**src/rtl/led_stepper.sv**
```systemverilog
// Button-driven LED pattern stepper: synchronises and debounces a push-button,
// then advances one of four LED patterns per press or per auto-advance tick.
module led_stepper #(
  parameter int LED_COUNT       = 4,
  parameter int DEBOUNCE_CYCLES = 50000,
  parameter int AUTO_PERIOD     = 25000000,
  parameter bit BTN_ACTIVE_LOW  = 1'b1
) (
  input  logic                 clk_clk,
  input  logic                 reset_reset,
  input  logic                 btn_external_connection_export,
  input  logic [1:0]           mode_export,
  input  logic                 auto_en_export,
  output logic [LED_COUNT-1:0] leds_external_connection_export,
  output logic                 step_pulse_export
);

  localparam int DB_W   = (DEBOUNCE_CYCLES > 1) ? $clog2(DEBOUNCE_CYCLES) : 1;
  localparam int AUTO_W = $clog2(AUTO_PERIOD);
  localparam logic [DB_W-1:0]      DB_LAST   = DB_W'(DEBOUNCE_CYCLES - 1);
  localparam logic [AUTO_W-1:0]    AUTO_LAST = AUTO_W'(AUTO_PERIOD - 1);
  localparam logic                 IDLE_LVL  = BTN_ACTIVE_LOW ? 1'b1 : 1'b0;
  localparam logic [LED_COUNT-1:0] LED_ONE   = LED_COUNT'(1);
  localparam logic [LED_COUNT-1:0] LED_MSB   = LED_ONE << (LED_COUNT - 1);

  typedef enum logic [1:0] {
    MODE_ROTATE   = 2'd0,
    MODE_COUNT    = 2'd1,
    MODE_PINGPONG = 2'd2,
    MODE_HOLD     = 2'd3
  } mode_e;

  typedef enum logic {
    DIR_UP   = 1'b0,
    DIR_DOWN = 1'b1
  } dir_e;

  logic                 sync_a, sync_b, btn_s;
  logic [DB_W-1:0]      db_cnt;
  logic                 btn_db, btn_db_q, press;
  logic [AUTO_W-1:0]    auto_cnt;
  logic                 tick, advance;
  mode_e                mode_in, mode_q;
  dir_e                 dir_q, dir_next;
  logic [LED_COUNT-1:0] leds_q, leds_next;
  logic                 step_q, step_next;

  // Synchroniser flops idle at the raw "not pressed" level.
  always_ff @(posedge clk_clk) begin
    if (reset_reset) begin
      sync_a <= IDLE_LVL;
      sync_b <= IDLE_LVL;
    end else begin
      sync_a <= btn_external_connection_export;
      sync_b <= sync_a;
    end
  end

  assign btn_s = BTN_ACTIVE_LOW ? ~sync_b : sync_b;

  always_ff @(posedge clk_clk) begin
    if (reset_reset) begin
      db_cnt   <= '0;
      btn_db   <= 1'b0;
      btn_db_q <= 1'b0;
    end else begin
      btn_db_q <= btn_db;
      if (btn_s == btn_db) begin
        db_cnt <= '0;
      end else if (db_cnt == DB_LAST) begin
        btn_db <= btn_s;
        db_cnt <= '0;
      end else begin
        db_cnt <= db_cnt + 1'b1;
      end
    end
  end

  assign press = btn_db & ~btn_db_q;

  // Free-running timer; disabling it parks the count at zero.
  always_ff @(posedge clk_clk) begin
    if (reset_reset) begin
      auto_cnt <= '0;
    end else if (!auto_en_export || auto_cnt == AUTO_LAST) begin
      auto_cnt <= '0;
    end else begin
      auto_cnt <= auto_cnt + 1'b1;
    end
  end

  assign tick    = auto_en_export && (auto_cnt == AUTO_LAST);
  assign advance = press | tick;
  assign mode_in = mode_e'(mode_export);

  // A mode switch reloads the pattern and swallows any coincident advance.
  always_comb begin
    leds_next = leds_q;
    dir_next  = dir_q;
    step_next = 1'b0;
    if (mode_in != mode_q) begin
      case (mode_in)
        MODE_ROTATE:   leds_next = LED_ONE;
        MODE_COUNT:    leds_next = '0;
        MODE_PINGPONG: begin
          leds_next = LED_ONE;
          dir_next  = DIR_UP;
        end
        default:       leds_next = leds_q;
      endcase
    end else if (advance) begin
      step_next = 1'b1;
      case (mode_in)
        MODE_ROTATE:   leds_next = (leds_q << 1) | (leds_q >> (LED_COUNT - 1));
        MODE_COUNT:    leds_next = leds_q + 1'b1;
        MODE_PINGPONG: begin
          if (LED_COUNT == 1) begin
            leds_next = LED_ONE;
          end else if (dir_q == DIR_UP) begin
            leds_next = leds_q << 1;
            if (leds_next == LED_MSB) dir_next = DIR_DOWN;
          end else begin
            leds_next = leds_q >> 1;
            if (leds_next == LED_ONE) dir_next = DIR_UP;
          end
        end
        default:       leds_next = leds_q;
      endcase
    end
  end

  always_ff @(posedge clk_clk) begin
    if (reset_reset) begin
      leds_q <= LED_ONE;
      dir_q  <= DIR_UP;
      mode_q <= MODE_ROTATE;
      step_q <= 1'b0;
    end else begin
      leds_q <= leds_next;
      dir_q  <= dir_next;
      mode_q <= mode_in;
      step_q <= step_next;
    end
  end

  assign leds_external_connection_export = leds_q;
  assign step_pulse_export               = step_q;

endmodule

```
**config.mk**
```make
export PLATFORM = sky130hd
export DESIGN_NAME = led_stepper
export DESIGN_NICKNAME = d
export VERILOG_FILES = /design/src/rtl/led_stepper.sv
export SDC_FILE = /design/constraint.sdc
export NUM_CORES = 1
export LEC_CHECK = 0
export CAP_MARGIN = 20
export CORE_MARGIN = 1.5
export CORE_UTILIZATION = 55
export CTS_CLUSTER_DIAMETER = 120
export CTS_CLUSTER_SIZE = 28
export DETAILED_ROUTE_END_ITERATION = 7
export PLACE_DENSITY = 0.83
export REMOVE_ABC_BUFFERS = 1
export SLEW_MARGIN = 20
export SYNTH_ARGS = -nofsm -noshare
export SYNTH_HDL_FRONTEND = slang
export SYNTH_SLANG_ARGS = --single-unit
export TNS_END_PERCENT = 20
```
**constraint.sdc**
```tcl
create_clock -name clk_clk -period 2.1 [get_ports clk_clk]
set_clock_uncertainty 0.1 [all_clocks]
set_input_delay 0.42 -clock clk_clk [delete_from_list [all_inputs] [get_ports clk_clk]]
set_output_delay 0.42 -clock clk_clk [all_outputs]
set_load 0.05 [all_outputs]
```
# After elaboration in Yosys (flattened, before gate mapping)
# Index checks and enable logic that the tools add are counted.
# word_totals
reg_bits,53
word_cells,54
# op_classes
addsub,3
n_mux,13
n_eq_ne,9
n_reduce_logical,13
bitwise_logic,6
# op_table
op,n
adder 25 x 1 -> 25 bit (second input constant),1
equality test 25 bit (second input constant),1
adder 16 x 1 -> 16 bit (second input constant),1
equality test 16 bit (second input constant),1
two-way mux 4 bit,3
one-hot mux 4 bit (3 select lines),1
two-way mux 1 bit,8
one-hot mux 4 bit (2 select lines),1
OR reduction 2 bit,3
adder 4 x 1 -> 4 bit (second input constant),1
OR 4 x 1 -> 4 bit,1
AND reduction 2 bit,2
nonzero test 4 bit,1
equality test 3 x 1 -> 1 bit (second input constant),1
equality test 3 bit (second input constant),1
inequality test 3 x 2 -> 1 bit (second input constant),1
inverter 1 bit,3
AND reduction 3 bit,1
OR reduction 3 bit,1
equality test 2 x 1 -> 1 bit (second input constant),1
equality test 2 bit (second input constant),1
logical NOT 2 bit,1
inequality test 2 bit,1
nonzero test 2 bit,1
6 further kinds,6

# Depth between registers and ports, before layout
# Gate-level depths: netlist of the first run.
# logic_depth
depth_word,6
ltp_mapped,7
ltp_nobuf,7

# Worst setup path before layout of the first run
# Ideal clock, no wire load.
# synth_timing
kind,register to register
start,reg auto_cnt[0]
end,reg auto_cnt[22]
path_slack_ns,0.206
synth_period_minus_slack_ns,1.894
arrival_ns,1.725
path_stages_with_launch,7
path_buffers,0
path_cell_list,dfxtp_1 -> ha_1 -> nand3_1 -> nor4_4 -> nand4_1 -> or3_1 -> a21oi_1
# synth_between
elab_chain_cells,3
word_cells_on_any_way,4
classes_between,1 x add/sub; 1 x eq/ne; 2 x reduce/logical
# synth_rtl
element,line,source
from (decl),41,logic [AUTO_W-1:0] auto_cnt;
from (signal assigned),88,auto_cnt <= auto_cnt + 1'b1;
"parallel branches: the longest is 3 deep, another holds adder 25 x 1 -> 25 bit",n/a,
# Parallel ways; which one is timed is not known.
# A chain may end at the register's enable or synchronous reset.

# Worst setup path after layout of the first run
# layout_timing
start,reg auto_cnt[10]
end,"reg leds_q[3], in the netlist leds_external_connection_export[3]"
# layout_between
elab_chain_cells,5
# layout_rtl
element,line,source
equality test 25 bit,92,assign tick = auto_en_export && (auto_cnt == AUTO_LAST);
logical AND 1 bit,92,
OR 1 bit,93,assign advance = press | tick;
nonzero test 2 bit (no source line),n/a,
AND reduction 3 bit (no source line),n/a,
to (signal assigned),139,leds_q <= leds_next;
to (decl),45,"logic [LED_COUNT-1:0] leds_q, leds_next;"
# Every way passes these cells.

==> results of run 1 <==
-- logic make-up after synthesis --
group                    after synthesis  synth area share (%)
AND/OR/NAND/NOR                      138                  29.3
XOR/XNOR                              41                  14.4
adder cells (fa/ha/maj)                8                  4.00
multiplexers                           4                  1.60
AO/OA/AOI/OAI                         18                  5.86
buffers and inverters                 15                  2.40
flip-flops                            53                  42.4
-- sequential cells by signal, indices dropped and copies added (netlist names) --
name,cells
sync_b,1
mode_q,2
dir_q,1
db_cnt,16
btn_db,1
leds_external_connection_export,4
auto_cnt,25
sync_a,1
btn_db_q,1
step_pulse_export,1
-- metrics by stage --
step / utilization, % / cell area [um^2] / hold WS (ps) / setup slack [ps] / power [W]
CTS: 65.8 / 2870 / 333 / 45.3 / 0.00189
global route: 66.6 / 2900 / 343 / -77.7 / 0.00193
detailed placement: 63.1 / 2750 / 300 / -141 / 0.00118
global placement: 63.1 / 2750 / 292 / -54.6 / 0.00118
finish: 66.6 / 2900 / 324 / 11.1 / 0.00187
floorplan: - / 2470 / 289 / 204 / 0.00113
-- cells in the mapped netlist, types with 5 or more instances --
cell type	n
and3_1	6
dfxtp_1	53
ha_1	8
inv_1	9
nand2_1	16
nand2b_1	5
nand3_1	19
nand4_1	7
nor2_1	57
nor3_1	6
xnor2_1	18
xor2_1	23
-- how the worst max path moves through the flow --
stage                     cells after the start                                  to      startpoint
after CTS                                     5  leds_external_connection_export[3]     auto_cnt[9]
after detailed placement                      7  leds_external_connection_export[3]  mode_export[1]
final                                         5  leds_external_connection_export[3]    auto_cnt[10]
after floorplan                               6                        auto_cnt[22]     auto_cnt[0]
after global routing                          5  leds_external_connection_export[0]    auto_cnt[10]
after global placement                        7  leds_external_connection_export[3]  mode_export[1]
-- cells in the final DEF, fill, tap and decap left out, types with 2 or more instances in the layout --
cell type / count
mux2i_1: 4
nor4_4: 2
clkdlybuf4s50_1: 6
dfxtp_1: 50
nor3_1: 6
and3_1: 6
nor2_1: 57
clkbuf_8: 6
and4_1: 2
xnor2_1: 18
buf_4: 19
nand4_1: 7
o21ai_0: 4
and3_2: 2
nand3_1: 19
or2_2: 4
nor2b_1: 2
nand2b_1: 5
or4b_4: 2
a22o_1: 2
inv_1: 9
nor4_1: 2
ha_1: 8
a21oi_1: 2
nand2_1: 16
xor2_1: 23
dfxtp_2: 2
a32o_1: 2
-- layout make-up --
class / instances / share of cell area (%)
clock buffers: 6 / 2.85
clock inverters: 2 / 1.29
inverters: 9 / 1.16
multi-input cells: 209 / 48.0
flip-flops and latches: 53 / 36.8
well taps: 52 / 2.24
repair buffers: 26 / 7.68
-- metal layers --
metal  GRT usage, %  share of wire [%]
met4           9.19                2.5
met1           22.6                 45
met5              0                  0
met2           36.0                 50
met3           3.61                3.0
-- critical path, cell delays in order, from the launching register on --
cell	delay, ps
dfxtp_4	360
or4b_4	560
nor4_4	350
a31oi_4	180
a21oi_4	260
mux2i_1	210
-- timing repair --
item                                    in CTS  in global routing
resized for setup                            0                  6
buffers inserted                             0                  2
endpoints found under the setup margin       0                  4
-- power by group --
part | switching (W) | total (W) | internal (W)
Sequential | 0.0000110 | 0.00102 | 0.00101
Clock | 0.000327 | 0.000714 | 0.000388
Combinational | 0.0000736 | 0.000135 | 0.0000614
==> results.tsv, run 1 <==
stage	metric	value	unit
run_status	status	finished, final reports clean	
cts	master cell of the clock root buffer	clkbuf_8	
critical_path	highest fanout seen on the critical path	4	
placement	Port Buffer Count	10	
route	total wire length after detailed routing	4660	um
route	via count	1967	
die	DIE HEIGHT	70.4	um
layout	multi-input gate area in the final layout	1390	um^2
critical_path	critical path type	register to register	
logic_synthesis	Mean Syn Cell Area	9.02	um^2
cts	Clock Tree Buf Depth	2	
placement	final weighted congestion in routability-driven placement	0.817	
global_routing	vias in the first global route	1934	
critical_path	endpoint required time on the critical path	2230	ps
timing	min Tclk post-route	2090	ps
logic_synthesis	number of unique standard cell types used by synthesis	41	
placement	HPWL reported at the end of detailed placement	3270	um
timing	normalized max-slew margin	67.5	%
run	max capacitance violation total	0	
timing	setup violators final	0	
power	IR drop worst, VDD	0.373	mV
timing	Setup Total Neg Slack	0	ps
logic_synthesis	number of enable flip-flop cells after synthesis	0	
placement	placed cell count	347	
cts	clock sinks	53	
cts	CTS tree	done	
critical_path	R2R setup slack	10	ps
cts	Inserted Clock Buffers	5	
die	area of the die	4960	um^2
logic_synthesis	post-synthesis instance area	2500	um^2
critical_path	CP endpoint kind	register	
route	router iterations before antenna repair	4	
logic_synthesis	#FFs+latches synth	53	
cts	Post-CTS Hold Fix Bufs	0	
global_routing	total global routing overflow	0	
global_routing	pin count of the biggest net entering global routing	24	
route	average wire length per cell after detail routing	13.1	um
timing	final hold violations	0	
critical_path	FF-to-FF path depth	5	
hold_path	Hold WC Path Type	register to register	
hold_path	Worst Hold Endpoint	sync_b	
layout	Final Net Count	318	
critical_path	worst reg2reg path endpoint	leds_external_connection_export[3]	
hold_path	Hold Path Cell Cnt	1	
die	placement row count	24	
timing	number of max-slew violations in the final report	0	
logic_synthesis	number of warnings issued by yosys	0	
route	via-per-instance ratio	5.51	
cts	clock edge transition at the registers on the reported setup and hold paths	90	ps
critical_path	worst endpoint data arrival time	2220	ps
route	starting DRC count in detailed routing	79	
die	Core Region	4350	um^2
layout	register area	1070	um^2
logic_synthesis	library cell with the largest summed area after synthesis	dfxtp_1	
logic_synthesis	Synth top area share	42.4	%
critical_path	FF-to-FF Start	auto_cnt[10]	
layout	antenna diode count	0	
die	effective utilization at floorplan	57.4	%
layout	share of post-route cells with drive strength above 1	15.4	%
timing	transition at the pin with the smallest max-transition slack	485	ps
logic_synthesis	main area contributors after synthesis	dfxtp_1, nor2_1, xor2_1	
die	number of I/O pins	11	
global_routing	wire length of the first global-routing pass	8020	um
cts	H-tree depth	2	
route	number of antenna-violating nets in the routed design	0	
hold_path	origin of the worst min-delay path	sync_a	
layout	area growth from synthesis to final layout	16.0	%
layout	final standard cell count with taps included and fillers excluded	357	
global_routing	number of antenna violations at the first check in global routing	0	
layout	fill cell total of the finished layout	357	
logic_synthesis	sequential share of the synthesized area	42.4	%
route	number of remaining DRC errors	0	
timing	share of the clock period used by the worst path after layout	99.5	%
logic_synthesis	async set-or-reset flop fraction in the synthesized netlist	0	%
logic_synthesis	number of cells produced by synthesis	277	
power	leakage power summed over all cells	1.07	nW
die	width of the die	70.4	um
logic_synthesis	most frequently used flop master after synthesis	dfxtp_1	
critical_path	nature of the critical path startpoint	register	
timing	fmax	479	MHz
global_routing	GR Util All Layers	19.9	%
power	P per Cell Area	646	nW/um^2
timing	setup repair after global routing missed its margin	true	
cts	clock latency reported for the late side of the worst-skew pair	310	ps
No activity file was read; power rests on OpenSTA's default activity.
==> inputs of run 2 (changes only) <==
- MAX_ROUTING_LAYER: default -> met4
==> run 2 against run 1 <==
Against the previous run:
- utilization barely moved
- sequential cell count did not move
- cell area barely moved
- sequential share of layout area barely moved
- largest cell class unchanged
- non-clock buffer count did not move
- clock-buffer cell count did not move
- first-iteration DRC count rose by 16%
==> results.tsv, run 2 (synthesized netlist as in run 1, its figures left out) <==
stage	metric	value	unit
layout	area growth from synthesis to final layout	16.0	%
route	number of remaining DRC errors	0	
critical_path	CP endpoint kind	register	
global_routing	wire length of the first global-routing pass	8000	um
timing	transition at the pin with the smallest max-transition slack	485	ps
critical_path	crit path max-delay cell type	or4b_4	
placement	Port Buffer Count	10	
run	max capacitance violation total	0	
timing	number of max-slew violations in the final report	0	
layout	share of post-route cells with drive strength above 1	15.1	%
layout	register with the most flip-flops	auto_cnt	
die	number of I/O pins	11	
cts	CTS tree	done	
cts	clock edge transition at the registers on the reported setup and hold paths	90	ps
layout	flip-flop count of the largest register after layout	25	
timing	fmax	479	MHz
critical_path	critical path type	register to register	
critical_path	worst path cell trace	or4b_4, nor4_4, a31oi_4, a21oi_4, mux2i_1	
critical_path	nature of the critical path startpoint	register	
cts	clock sinks	53	
run_status	status	finished, final reports clean	
global_routing	total global routing overflow	0	
route	average wire length per cell after detail routing	13.0	um
power	Cell Int Power	0.00146	W
power	leakage power summed over all cells	1.07	nW
die	Core Region	4350	um^2
die	effective utilization at floorplan	57.4	%
route	via-per-instance ratio	5.47	
timing	setup repair after global routing missed its margin	true	
power	Sequential Power Share	54.8	%
critical_path	highest fanout seen on the critical path	4	
layout	top library cells by usage in the layout, fill and taps aside	nor2_1, dfxtp_1, xor2_1, nand3_1, buf_4	
global_routing	pin count of the biggest net entering global routing	24	
global_routing	number of antenna violations at the first check in global routing	0	
layout	final standard cell count with taps included and fillers excluded	357	
cts	Inserted Clock Buffers	5	
cts	Clock Tree Buf Depth	2	
placement	HPWL reported at the end of detailed placement	3270	um
timing	share of the clock period used by the worst path after layout	99.4	%
route	via count	1952	
timing	setup violators final	0	
timing	min Tclk post-route	2090	ps
placement	final weighted congestion in routability-driven placement	0.829	
critical_path	worst endpoint data arrival time	2220	ps
timing	tightest hold margin	321	ps
power	portion of total power attributed to the clock network	38.0	%
critical_path	endpoint required time on the critical path	2230	ps
power	switching pwr	0.000408	W
cts	master cell of the clock root buffer	clkbuf_8	
power	Comb power frac	7.2	%
power	IR drop worst, VDD	0.368	mV
die	width of the die	70.4	um
hold_path	Hold WC Path Type	register to register	
timing	Setup WS post-layout	12.1	ps
layout	most common cell after layout, fill and taps aside	nor2_1	
cts	H-tree depth	2	
die	DIE HEIGHT	70.4	um
route	number of antenna-violating nets in the routed design	0	
cts	clock latency reported for the late side of the worst-skew pair	310	ps
die	placement row count	24	
die	area of the die	4960	um^2
timing	Setup Total Neg Slack	0	ps
placement	pre-CTS worst setup slack	-141	ps
power	fraction of power spent switching nets	21.8	%
route	router iterations before antenna repair	4	
critical_path	peak per-stage delay on the critical path	560	ps
route	total wire length after detailed routing	4640	um
layout	antenna diode count	0	
timing	normalized max-slew margin	67.5	%
placement	placed cell count	347	
global_routing	vias in the first global route	1937	
layout	Final Net Count	318	
global_routing	GR Util All Layers	20.5	%
timing	final hold violations	0	
route	starting DRC count in detailed routing	92	
power	P per Cell Area	645	nW/um^2
==> run 2: power by group through the flow <==
stage | registers, W | logic (W) | clock network (W)
detailed placement | 0.00105 | 0.000135 | 0
global placement | 0.00105 | 0.000132 | 0
finish | 0.00102 | 0.000135 | 0.000711
floorplan | 0.00106 | 0.0000678 | 0
global route | 0.00103 | 0.000149 | 0.000756
CTS | 0.00103 | 0.000135 | 0.000725
==> run 2: final timing paths <==
check | startpoint | end | slack [ps] | cells after the start
worst max-delay path | auto_cnt[10] | leds_external_connection_export[3] | 10 | 5
worst max register to register | auto_cnt[10] | leds_external_connection_export[3] | 10 | 5
worst min register to register | sync_a | sync_b | 320 | 1
worst min-delay path | sync_a | sync_b | 320 | 1
==> run 2: routing by layer <==
layer | up-vias | global-route usage, % | wire (um)
li1 | 995 | - | -
met2 | 20 | 36.0 | 2380
met1 | 927 | 22.5 | 2060
met4 | 0 | 9.19 | 91
met3 | 10 | 3.61 | 105
met5 | - | - | 0
==> run 2: critical path, delay by kind of cell, from the launching register on <==
| kind | cells | cell delay [ps] |
|---|---|---|
| multiplexers | 1 | 210 |
| AO/OA/AOI/OAI | 2 | 440 |
| AND/OR/NAND/NOR | 2 | 910 |
| flip-flops | 1 | 360 |
==> run 2: final cells by class <==
class | instances | area [um^2]
sequential | 53 | 1070
inverter | 9 | 33.8
clock buffer | 6 | 82.6
fill | 356 | 1460
clock inverter | 2 | 37.5
timing repair buffer | 26 | 223
tap | 52 | 65.1
multi-input combinational | 209 | 1390
==> run 2: metrics by stage <==
step | area [um^2] | power (W) | util [%]
floorplan | 2470 | 0.00113 | -
global placement | 2750 | 0.00118 | 63.1
detailed placement | 2750 | 0.00118 | 63.1
CTS | 2870 | 0.00189 | 65.8
global route | 2900 | 0.00193 | 66.6
finish | 2900 | 0.00187 | 66.6
==> run 2: timing repair <==
item	CTS	global route
setup buffers	0	2
hold buffers	0	0
setup endpoints to repair	0	4
resized for setup	0	5
endpoints found under the hold margin	0	0
==> variant, RTL diff (flow settings as in run 2) <==
Compare `auto_cnt` against `AUTO_LAST` with >= in place of ==.
--- a/src/rtl/led_stepper.sv
+++ b/src/rtl/led_stepper.sv
@@ -91,3 +91,3 @@
 
-  assign tick    = auto_en_export && (auto_cnt == AUTO_LAST);
+  assign tick    = auto_en_export && (auto_cnt >= AUTO_LAST);
   assign advance = press | tick;
Check against the original RTL: same outputs for any inputs over 10 cycles, from zero or initial values and one cycle with reset_reset high; that may be too few to reach the edited logic, so the function may still have changed.
==> variant against run 2 <==
- synthesized area grew 1.0%
- synthesized cell count grew 4.7%
- via count is 2.0% higher
- final area stayed put
- sequential cell count unchanged
- routed wire length grew 3.1%
- non-clock buffer count rose by 2
- total power rose by 1.2%
- sequential power is essentially flat
- setup slack better by 120 ps
- highest routed layer unchanged
==> variant: results (changes against run 2) <==
deepest clock path buffer count=2 (unchanged); Yosys warning total=0 (unchanged); post-CTS setup buffers=0 (unchanged); Max-slew headroom=0.675 (about the same); CP arrival=2100 ps (-120 ps); GRT Overall Usage=0.220 (+0.0158); largest register by flop count=auto_cnt; max FFs per register=25 (unchanged); Commonest cells post-synth=60 x nor2_1, 53 x dfxtp_1, 25 x xor2_1; clock latency on the worst-skew pair=320 ps; Final nets=330 (+3.8%); Hold Path Class=reg -> reg; n_diodes=0 (unchanged); Max IR drop VDD=0.378 mV (+2.7%); via count=1991 (+2.0%); worst reg2reg setup slack=140 ps (+120 ps); Worst Path Max Fanout=5 (+1); synth top area cells=dfxtp_1 42%, nor2_1 8.9%, xor2_1 8.7%, xnor2_1 5.9%, ha_1 4.0%; first-pass GRT wire length=8750 um (+9.4%); detailed placer's ending HPWL=3390 um (+3.9%); Netlist cell types=43 (+4.9%); asr flop ratio synth=0 (unchanged); initial antenna violation count=0 (unchanged); share of layout cells above drive strength 1=0.126 (-0.0246); Sw Share=0.237 (+0.0188); Worst-path clk slew=110 ps (+20 ps); Port-buffer cells=10 (unchanged); Leak=1.07 nW (-0.12%); final hold violation count=0 (unchanged); htree depth=2 (unchanged); Worst Hold Slack=337 ps (+16.1 ps); DRT Pass-1 Iters=4 (unchanged); Detailed Route Iter0 Violations=91 (-1.1%); status=finished clean; Seq/Total Area, Yosys=0.420 (-0.00421); Routed WL=4790 um (+3.1%); routability-driven placement congestion ratio=0.888 (+7.2%); Num CTS Buffers=5 (unchanged); largest net degree at the start of global routing=26 (+8.3%)
## variant: cell types whose count changed after synthesis, moves of 3 or more
cell | before | now
mux2i_1 | 4 | 1
and3_1 | 6 | 9
a22oi_1 | 0 | 3
nor2_1 | 57 | 60
## variant: layout make-up
| cell class | instances | area (sq um) |
|---|---|---|
| Timing Repair Buffer | 28 | 238 |
| Sequential cell | 53 | 1060 |
| Tap cell | 52 | 65.1 |
| Multi-Input combinational cell | 218 | 1380 |
| Fill cell | 339 | 1490 |
| Clock inverter | 3 | 47.5 |
| Inverter | 10 | 37.5 |
| Clock buffer | 5 | 68.8 |
## variant: cell families after synthesis
group,share of synthesized area
AND/OR/NAND/NOR,0.271
flip-flops,0.420
XOR/XNOR,0.146
AO/OA/AOI/OAI,0.0862
buffers and inverters,0.0337
adder cells (fa/ha/maj),0.0396
multiplexers,0.00396
## variant: per-stage QoR
stage          instances  worst slack (ps)  instance area [sq um]  total power, W   util
6_report             369               137                   2900         0.00189  0.661
5_1_grt              369              5.21                   2900         0.00196  0.661
3_5_place_dp         361              -149                   2780         0.00118  0.634
3_3_place_gp         361             -74.8                   2780         0.00118  0.634
2_1_floorplan        281               181                   2480         0.00111      -
4_1_cts              369              81.0                   2900         0.00190  0.661
## variant: path summary, 6_finish.rpt
path                                   from                            endpoint  cells after the start
worst max-delay path            auto_cnt[0]  leds_external_connection_export[1]                      7
worst min-delay path                 sync_a                              sync_b                      1
worst max register to register  auto_cnt[0]  leds_external_connection_export[1]                      7
worst min register to register       sync_a                              sync_b                      1
## variant: critical path, cell delays in order (launching register included)
cell,delay (ps)
dfxtp_1,350
ha_2,210
and2_1,160
nand2_1,90
o31ai_1,70
or3_4,370
o31a_4,330
o32ai_2,200
## variant: what timing repair did
| action | 4_1_cts | 5_1_grt |
|---|---|---|
| setup endpoints to repair | 0 | 2 |
| endpoints found under the hold margin | 0 | 0 |
| hold buffers | 0 | 0 |
| gates resized for setup | 0 | 2 |
## variant: metal layers
metal	vias up	part of all wire	global-route usage
met4	0	0.020	0.109
li1	1029	-	-
met1	913	0.46	0.261
met5	-	0	-
met3	11	0.035	0.0456
met2	38	0.49	0.356
## variant: power groups by stage
stage	clock (W)	combinational (W)	sequential [W]
finish	0.000731	0.000139	0.00102
global route	0.000785	0.000153	0.00102
CTS	0.000744	0.000138	0.00102
detailed placement	0	0.000136	0.00105
global placement	0	0.000132	0.00104
floorplan	0	0.0000600	0.00105
